`src/rtl/kands_seq_ctrl_if.sv`:
```
// K&S sequencer <-> datapath control bundle.
// Master drives enables/selects; slave supplies opcode, run and flags.
interface kands_seq_ctrl_if #(
  parameter int CNT_W = 16
);
  logic             run;
  logic [3:0]       opcode;
  logic             zero_op;
  logic             neg_op;
  logic             signed_overflow;
  logic             branch;
  logic             pc_enable;
  logic             ir_enable;
  logic             write_reg_enable;
  logic             addr_sel;
  logic             c_sel;
  logic [1:0]       operation;
  logic             flags_reg_enable;
  logic             ram_write_enable;
  logic             halt;
  logic [CNT_W-1:0] retired;

  modport master (
    input  run, opcode, zero_op, neg_op, signed_overflow,
    output branch, pc_enable, ir_enable, write_reg_enable,
    output addr_sel, c_sel, operation, flags_reg_enable,
    output ram_write_enable, halt, retired
  );

  modport slave (
    output run, opcode, zero_op, neg_op, signed_overflow,
    input  branch, pc_enable, ir_enable, write_reg_enable,
    input  addr_sel, c_sel, operation, flags_reg_enable,
    input  ram_write_enable, halt, retired
  );
endinterface

```
`src/rtl/kands_seq_ctrl.sv`:
```
// K&S multi-cycle instruction sequencer.
// Registered Moore controls, latency-aware fetch/load waits.
module kands_seq_ctrl #(
  parameter int MEM_LATENCY = 1,
  parameter int CNT_W       = 16
) (
  input logic              clk,
  input logic              rst_n,
  kands_seq_ctrl_if.master bus
);
  localparam int WW = $clog2(MEM_LATENCY + 1);
  localparam logic [WW-1:0] LAT = WW'(MEM_LATENCY);

  typedef enum logic [3:0] {
    IDLE, FETCH, LATCH, DECODE, EXEC,
    LOAD_WAIT, LOAD_WB, STORE, BRANCH, HALTED
  } state_t;

  typedef struct packed {
    logic       branch;
    logic       pc_enable;
    logic       ir_enable;
    logic       write_reg_enable;
    logic       addr_sel;
    logic       c_sel;
    logic [1:0] operation;
    logic       flags_reg_enable;
    logic       ram_write_enable;
    logic       halt;
  } ctrl_t;

  state_t           state, nxt;
  ctrl_t            ctrl, ctrl_nxt;
  logic [WW-1:0]    wait_cnt, wait_nxt;
  logic [CNT_W-1:0] retired;
  logic             done;
  logic             inc;
  logic             cond;
  logic [1:0]       alu_op;

  always_comb begin
    cond = 1'b0;
    unique case (bus.opcode)
      4'd8:    cond = 1'b1;
      4'd9:    cond = bus.zero_op;
      4'd10:   cond = !bus.zero_op;
      4'd11:   cond = bus.neg_op;
      4'd12:   cond = !bus.neg_op;
      4'd13:   cond = bus.signed_overflow;
      4'd14:   cond = !bus.signed_overflow;
      default: cond = 1'b0;
    endcase
  end

  always_comb begin
    alu_op = 2'b00;
    unique case (bus.opcode)
      4'd4:    alu_op = 2'b01;
      4'd5:    alu_op = 2'b10;
      4'd6:    alu_op = 2'b11;
      default: alu_op = 2'b00;
    endcase
  end

  always_comb begin
    nxt      = state;
    wait_nxt = wait_cnt;
    done     = 1'b0;
    unique case (state)
      IDLE: begin
        if (bus.run) begin
          nxt      = FETCH;
          wait_nxt = LAT;
        end
      end
      FETCH: begin
        wait_nxt = wait_cnt - 1'b1;
        if (wait_cnt <= 1) nxt = LATCH;
      end
      LATCH: nxt = DECODE;
      DECODE: begin
        unique case (bus.opcode)
          4'd0: done = 1'b1;
          4'd1: begin
            nxt      = LOAD_WAIT;
            wait_nxt = LAT;
          end
          4'd2:  nxt = STORE;
          4'd3, 4'd4, 4'd5, 4'd6, 4'd7: nxt = EXEC;
          4'd15: nxt = HALTED;
          default: nxt = BRANCH;
        endcase
      end
      EXEC:    done = 1'b1;
      LOAD_WAIT: begin
        wait_nxt = wait_cnt - 1'b1;
        if (wait_cnt <= 1) nxt = LOAD_WB;
      end
      LOAD_WB: done = 1'b1;
      STORE:   done = 1'b1;
      BRANCH:  done = 1'b1;
      HALTED:  nxt = HALTED;
      default: nxt = IDLE;
    endcase
    // run is only honoured at an instruction boundary
    if (done) begin
      nxt = bus.run ? FETCH : IDLE;
      if (bus.run) wait_nxt = LAT;
    end
  end

  assign inc = done || (state != HALTED && nxt == HALTED);

  always_comb begin
    ctrl_nxt = '0;
    unique case (nxt)
      FETCH: ctrl_nxt.addr_sel = 1'b1;
      LATCH: begin
        ctrl_nxt.addr_sel  = 1'b1;
        ctrl_nxt.ir_enable = 1'b1;
        ctrl_nxt.pc_enable = 1'b1;
      end
      EXEC: begin
        ctrl_nxt.write_reg_enable = 1'b1;
        ctrl_nxt.c_sel            = 1'b1;
        ctrl_nxt.operation        = alu_op;
        ctrl_nxt.flags_reg_enable = bus.opcode != 4'd3;
      end
      LOAD_WB: ctrl_nxt.write_reg_enable = 1'b1;
      STORE:   ctrl_nxt.ram_write_enable = 1'b1;
      BRANCH: begin
        ctrl_nxt.branch    = cond;
        ctrl_nxt.pc_enable = cond;
      end
      HALTED:  ctrl_nxt.halt = 1'b1;
      default: ctrl_nxt = '0;
    endcase
  end

  always_ff @(posedge clk or negedge rst_n) begin
    if (!rst_n) begin
      state    <= IDLE;
      wait_cnt <= '0;
      retired  <= '0;
      ctrl     <= '0;
    end else begin
      state    <= nxt;
      wait_cnt <= wait_nxt;
      ctrl     <= ctrl_nxt;
      if (inc) retired <= retired + 1'b1;
    end
  end

  assign bus.branch           = ctrl.branch;
  assign bus.pc_enable        = ctrl.pc_enable;
  assign bus.ir_enable        = ctrl.ir_enable;
  assign bus.write_reg_enable = ctrl.write_reg_enable;
  assign bus.addr_sel         = ctrl.addr_sel;
  assign bus.c_sel            = ctrl.c_sel;
  assign bus.operation        = ctrl.operation;
  assign bus.flags_reg_enable = ctrl.flags_reg_enable;
  assign bus.ram_write_enable = ctrl.ram_write_enable;
  assign bus.halt             = ctrl.halt;
  assign bus.retired          = retired;
endmodule

```
`src/flat_wrapper.sv`:
```
// flat-port wrapper written by rule: the top's interface ports become plain ports
module kands_seq_ctrl_flat 
#(
  parameter int MEM_LATENCY = 1,
  parameter int CNT_W       = 16
)
  (clk, rst_n, bus_run, bus_opcode, bus_zero_op, bus_neg_op, bus_signed_overflow, bus_branch, bus_pc_enable, bus_ir_enable, bus_write_reg_enable, bus_addr_sel, bus_c_sel, bus_operation, bus_flags_reg_enable, bus_ram_write_enable, bus_halt, bus_retired);
  kands_seq_ctrl_if #(.CNT_W(CNT_W)) bus_i ();
  input logic clk;
  input logic rst_n;
  input wire logic [$bits(bus_i.run)-1:0] bus_run;
  input wire logic [$bits(bus_i.opcode)-1:0] bus_opcode;
  input wire logic [$bits(bus_i.zero_op)-1:0] bus_zero_op;
  input wire logic [$bits(bus_i.neg_op)-1:0] bus_neg_op;
  input wire logic [$bits(bus_i.signed_overflow)-1:0] bus_signed_overflow;
  output wire logic [$bits(bus_i.branch)-1:0] bus_branch;
  output wire logic [$bits(bus_i.pc_enable)-1:0] bus_pc_enable;
  output wire logic [$bits(bus_i.ir_enable)-1:0] bus_ir_enable;
  output wire logic [$bits(bus_i.write_reg_enable)-1:0] bus_write_reg_enable;
  output wire logic [$bits(bus_i.addr_sel)-1:0] bus_addr_sel;
  output wire logic [$bits(bus_i.c_sel)-1:0] bus_c_sel;
  output wire logic [$bits(bus_i.operation)-1:0] bus_operation;
  output wire logic [$bits(bus_i.flags_reg_enable)-1:0] bus_flags_reg_enable;
  output wire logic [$bits(bus_i.ram_write_enable)-1:0] bus_ram_write_enable;
  output wire logic [$bits(bus_i.halt)-1:0] bus_halt;
  output wire logic [$bits(bus_i.retired)-1:0] bus_retired;
  assign bus_i.run = bus_run;
  assign bus_i.opcode = bus_opcode;
  assign bus_i.zero_op = bus_zero_op;
  assign bus_i.neg_op = bus_neg_op;
  assign bus_i.signed_overflow = bus_signed_overflow;
  assign bus_branch = bus_i.branch;
  assign bus_pc_enable = bus_i.pc_enable;
  assign bus_ir_enable = bus_i.ir_enable;
  assign bus_write_reg_enable = bus_i.write_reg_enable;
  assign bus_addr_sel = bus_i.addr_sel;
  assign bus_c_sel = bus_i.c_sel;
  assign bus_operation = bus_i.operation;
  assign bus_flags_reg_enable = bus_i.flags_reg_enable;
  assign bus_ram_write_enable = bus_i.ram_write_enable;
  assign bus_halt = bus_i.halt;
  assign bus_retired = bus_i.retired;
  kands_seq_ctrl #(.MEM_LATENCY(MEM_LATENCY), .CNT_W(CNT_W)) u_core (.clk(clk), .rst_n(rst_n), .bus(bus_i));
endmodule
```
`config.mk`:
```
export PLATFORM = sky130hd
export DESIGN_NAME = kands_seq_ctrl_flat
export DESIGN_NICKNAME = d
export VERILOG_FILES = /design/src/rtl/kands_seq_ctrl_if.sv /design/src/rtl/kands_seq_ctrl.sv /design/src/flat_wrapper.sv
export SDC_FILE = /design/constraint.sdc
export NUM_CORES = 1
export LEC_CHECK = 0
export BUFFER_PORTS_ARGS = -buffer_cell sky130_fd_sc_hd__buf_4
export CORE_MARGIN = 1
export CORE_UTILIZATION = 45
export CTS_BUF_LIST = sky130_fd_sc_hd__clkbuf_16
export DETAILED_ROUTE_END_ITERATION = 10
export PLACE_DENSITY = 0.69
export SYNTH_ARGS = -nofsm -noshare
export SYNTH_HDL_FRONTEND = slang
export SYNTH_SLANG_ARGS = --single-unit
```
`constraint.sdc`:
```
create_clock -name clk -period 5.46 [get_ports clk]
set_input_delay 1.092 -clock clk [delete_from_list [all_inputs] [get_ports clk]]
set_output_delay 1.092 -clock clk [all_outputs]
set_load 0.1 [all_outputs]
```
# --- After elaboration in Yosys (flattened, before gate mapping) ---
# Cells that the tools add are included.
word_totals:
  register_bits: 31
  out_inout_bits: 27
classes:
  add_sub_neg: 1
  eq_ne: 33
  n_mux: 17
  n_reduce_logical: 11
op_table:
  columns: ["cell", "n"]
  rows:
  - ["$eq A4 B4 Y1 const B", 12]
  - ["$eq A4 B3 Y1 const B", 11]
  - ["$pmux W4 S7", 1]
  - ["$eq A4 B2 Y1 const B", 5]
  - ["$pmux W4 S5", 1]
  - ["$add A16 B1 Y16 const B", 1]
  - ["$eq A4 B1 Y1 const B", 3]
  - ["$mux W4", 3]
  - ["$logic_not A4 Y1", 2]
  - ["$mux W1", 8]
  - ["$pmux W1 S7", 1]
  - ["$pmux W2 S3", 1]
  - ["$reduce_or A5 Y1", 1]
  - ["$ne A4 B2 Y1 const B", 1]
  - ["$ne A4 B4 Y1 const B", 1]
  - ["$pmux W1 S2", 2]
  - ["$reduce_or A2 Y1", 2]
  - ["$reduce_or A4 Y1", 1]
  - ["$logic_not A1 Y1", 3]
  - ["$logic_and A1 B1 Y1", 1]
  - ["$logic_or A1 B1 Y1", 1]

# --- Depth between registers and ports, before layout ---
depth:
  word_depth: 8
  ltp_mapped: 7
  depth_no_buf: 6

# --- Least setup slack after synthesis ---
# No wires, ideal clock.
synth_timing:
  kind: "in2reg"
  from: "in bus_opcode[2]"
  to: "reg u_core.retired[8], in the netlist u_core.bus.retired[8]"
  setup_ns: 0.164
  t_arrival_ns: 2.415
  required_ns: 5.296
  setup_slack_ns: 2.881
  cell_stages: 7
  cell_sequence: "buf_6 or4b_4 o22ai_2 o21ai_2 buf_6 a211oi_2 xor2_1"
synth_via:
  elab_chain_cells: 8
synth_lines:
  columns: ["item", "line", "source"]
  rows:
  - ["start, declared", "flat_wrapper.sv:12", "input wire logic [$bits(bus_i.opcode)-1:0] bus_opcode;"]
  - ["$eq A4 B2 Y1 / $eq A4 B3 Y1 (equally long branches)", "kands_seq_ctrl.sv:82", "unique case (bus.opcode)"]
  - ["$reduce_or A5 Y1", "kands_seq_ctrl.sv:82", null]
  - ["$pmux W4 S5", "kands_seq_ctrl.sv:82", null]
  - ["$pmux W4 S7", "kands_seq_ctrl.sv:69", "unique case (state)"]
  - ["$mux W4", "kands_seq_ctrl.sv:106", "if (done) begin"]
  - ["$eq A4 B4 Y1", "kands_seq_ctrl.sv:112", "assign inc = done || (state != HALTED && nxt == HALTED);"]
  - ["$logic_and A1 B1 Y1", "kands_seq_ctrl.sv:112", null]
  - ["$logic_or A1 B1 Y1 (*)", "kands_seq_ctrl.sv:112", null]
  - ["end signal, assigned", "kands_seq_ctrl.sv:150", "if (inc) retired <= retired + 1'b1;"]
  - ["end, declared", "kands_seq_ctrl.sv:35", "logic [CNT_W-1:0] retired;"]
# Mark *: on every way between the ends. The rest lies on a longest branch, timed or not.
# A chain may end at the register's enable or synchronous reset.

==> impl_metrics.env <==
export IMPL_setup_viol=0
export IMPL_synth_compound_area_frac=0.164
export IMPL_io_pin_count=37
export IMPL_maxCapViolations=0
export IMPL_grt_max_degree=32
export IMPL_place_congestion=0.816
export IMPL_cts_resized=0
export IMPL_finalNonFillerCells=230
export IMPL_coreArea_mm2=0.00315
export IMPL_synthDistinctLibCells=39
export IMPL_worstSetupPathType="input port to flop"
export IMPL_clockRootBuffer="clkbuf_16"
export IMPL_cts_buffers=5
export IMPL_syn_num_nets=160
export IMPL_syn2layout_area_growth_pct=26.9
export IMPL_synth_xor_xnor_area_share=0.0906
export IMPL_arrival_ps=2690
export IMPL_clockBufferDepth=2
export IMPL_r2r_start="u_core.state[1]"
export IMPL_grt_pass1_vias=1140
export IMPL_syn_area_per_cell_um2=10.4
export IMPL_synth_top_family_by_area="simple AND/OR/NAND/NOR gates"
export IMPL_final_cell_mix="36 x buf_4, 31 x dfrtp_1, 15 x xor2_1"
export IMPL_clkSinkCount=31
export IMPL_min_period_over_period=0.466
export IMPL_rows=20
export IMPL_hold_class="flop to flop"
export IMPL_grt_pass1_wl_um=5090
export IMPL_vias=1198
export IMPL_finalHoldViolCount=0
export IMPL_ys_seq_area_frac=0.502
export IMPL_cts_hold_buf=0
export IMPL_status="finished, final reports clean"
export IMPL_ff2ff_setup_slack_ps=3050
export IMPL_dpl_cell_count=222
export IMPL_drive_above_1_share=0.274
export IMPL_worstReg2RegEnd="u_core.bus.pc_enable"
export IMPL_drt_pass1_iter_count=4
export IMPL_slew_headroom=0.223
export IMPL_crit_required_ps=5610
export IMPL_fp_dieW_um=60.6
export IMPL_nets=196
export IMPL_clock_skew_ps=0.920
export IMPL_clk_pin_slew_worst_paths_ps=50
export IMPL_hpwlAfterDp_um=2150
export IMPL_grt_ovfl_total=0
export IMPL_drt_total_wl_um=3020
export IMPL_synth_seq_cells=31
export IMPL_crit_path_end_kind="flop"
export IMPL_leakage_nw=0.992
export IMPL_synthCells=149
export IMPL_critPathMaxFanout=16
export IMPL_pwr_density_cell_mw_per_mm2=584
export IMPL_synth_area_mm2=0.00155
export IMPL_synth_top_flop_cell="dfrtp_1"
export IMPL_wl_met2_um=1460
export IMPL_clock_latency_ps=270
export IMPL_synth_async_reset_ratio=1.00
export IMPL_io_buffer_count=36
export IMPL_r2r_cells=6
export IMPL_drc=0
export IMPL_ant_nets=0
export IMPL_fmax_mhz=393
export IMPL_synth_warnings=0
export IMPL_rsz0062_at_grt="false"
export IMPL_wl_met1_um=1320
export IMPL_antenna_found_initial=0
export IMPL_cts_setup_buffers=0
export IMPL_diodes=0
export IMPL_vias_per_cell=5.21
export IMPL_synth_edf_count=0
export IMPL_utilization=0.622
export IMPL_cts_tree="done"
export IMPL_muxShareOfSynthArea=0.00728
export IMPL_maxSlewViolCount=0
export IMPL_crit_path_end="u_core.bus.pc_enable"
export IMPL_startpoint_type="input port"
export IMPL_synthAdderAreaFrac=0.00809
export IMPL_htreeDepth=2
export IMPL_post_drt_wl_per_cell_um=13.1
export IMPL_drtIter0Drc=94
export IMPL_start_util=0.490
export IMPL_die_h_um=60.6
export IMPL_ir_drop_mv=0.380
export IMPL_grt_use_total=0.198
export IMPL_die_area_mm2=0.00367
export IMPL_fill_cells=284
export IMPL_finalHoldWorstSlack_ps=468
export IMPL_highest_layer="met4"
export IMPL_layout_min_cycle_time_ps=2540
export IMPL_final_common_cell="buf_4"
export IMPL_routed_wl_met3_um=179
export IMPL_synth_simple_gate_area_frac=0.176
export IMPL_crit_start="bus_opcode[0]"
export IMPL_tightestPinTransition_ps=1160
export IMPL_tns_ps=0
## worst max-delay path, stage by stage
cell and delay [ps]:
buf_4 140, nor3_1 250, a211o_1 190, o311ai_2 370, o22a_1 410, inv_1 150
o21ai_0 100
## Yosys cell counts, types with 3 or more instances
library cell	count	share of area
dfrtp_1	31	0.50
xor2_1	15	0.085
nor2_1	11	0.027
inv_1	9	0.022
nand2_1	8	0.019
nor3_1	8	0.026
nand3_1	7	0.023
a21oi_1	6	0.019
a211oi_1	4	0.019
a211oi_2	4	0.032
nand2b_1	4	0.016
a21boi_1	3	0.015
clkbuf_1	3	0.0073
nand3b_1	3	0.015
nor2b_1	3	0.012
o21ai_0	3	0.0097
## per-stage QoR
stage / setup slack [ps] / total power (W) / area, um2
6_report: 2920 / 0.00115 / 1960
5_1_grt: 2800 / 0.00120 / 1960
4_1_cts: 2920 / 0.00115 / 1960
3_5_place_dp: 2660 / 0.000898 / 1830
3_3_place_gp: 2670 / 0.000890 / 1830
2_1_floorplan: 2880 / 0.000786 / 1550
## logic make-up (layout without fill, tap and decap cells)
group	Yosys count	in the layout
flip-flops	31	31
adder cells (fa/ha/maj)	1	1
AO/OA/AOI/OAI	32	32
AND/OR/NAND/NOR	52	52
multiplexers	1	1
buffers and inverters	16	53
XOR/XNOR	16	16
## registers in the layout, indices dropped and copies added, names as in the netlist
name                         count
u_core.bus.ir_enable             1
u_core.bus.c_sel                 1
u_core.bus.pc_enable             1
u_core.bus.flags_reg_enable      1
u_core.bus.retired              16
u_core.state                     4
u_core.bus.branch                1
u_core.bus.ram_write_enable      1
u_core.bus.write_reg_enable      1
u_core.bus.operation             2
u_core.bus.halt                  1
u_core.bus.addr_sel              1
## power breakdown
group	total, W	internal (W)	leakage (nW)	switching [W]
Clock	0.000249	0.000163	0.0701	0.0000860
Sequential	0.000335	0.000282	0.415	0.0000535
Combinational	0.000562	0.000137	0.508	0.000424
Total	0.00115	0.000582	0.992	0.000564
## area by class of cell
class / count / area [um2] / area share
Clock buffer: 5 / 125 / 0.0638
Tap cell: 44 / 55.1 / 0.0281
Timing Repair Buffer: 36 / 270 / 0.138
Clock inverter: 3 / 11.3 / 0.00574
Inverter: 9 / 33.8 / 0.0172
Multi-Input combinational cell: 102 / 691 / 0.352
Sequential cell: 31 / 776 / 0.395
## how the worst min path moves through the flow
stage | startpoint | to | slack, ps | cells past startpoint
CTS | u_core.bus.retired[15] | u_core.bus.retired[15] | 470 | 1
finish | u_core.bus.retired[15] | u_core.bus.retired[15] | 470 | 1
detailed placement | u_core.bus.retired[15] | u_core.bus.retired[15] | 460 | 1
floorplan | u_core.state[3] | u_core.state[1] | 530 | 1
global placement | u_core.bus.retired[15] | u_core.bus.retired[15] | 460 | 1
global route | u_core.bus.retired[15] | u_core.bus.retired[15] | 490 | 1
## layer usage
layer | vias to the layer above | track usage
met3 | 5 | 0.0810
li1 | 597 | -
met2 | 26 | 0.308
met1 | 570 | 0.241
met5 | - | 0
met4 | 0 | 0.0877
No activity file was read; power rests on OpenSTA's default activity.
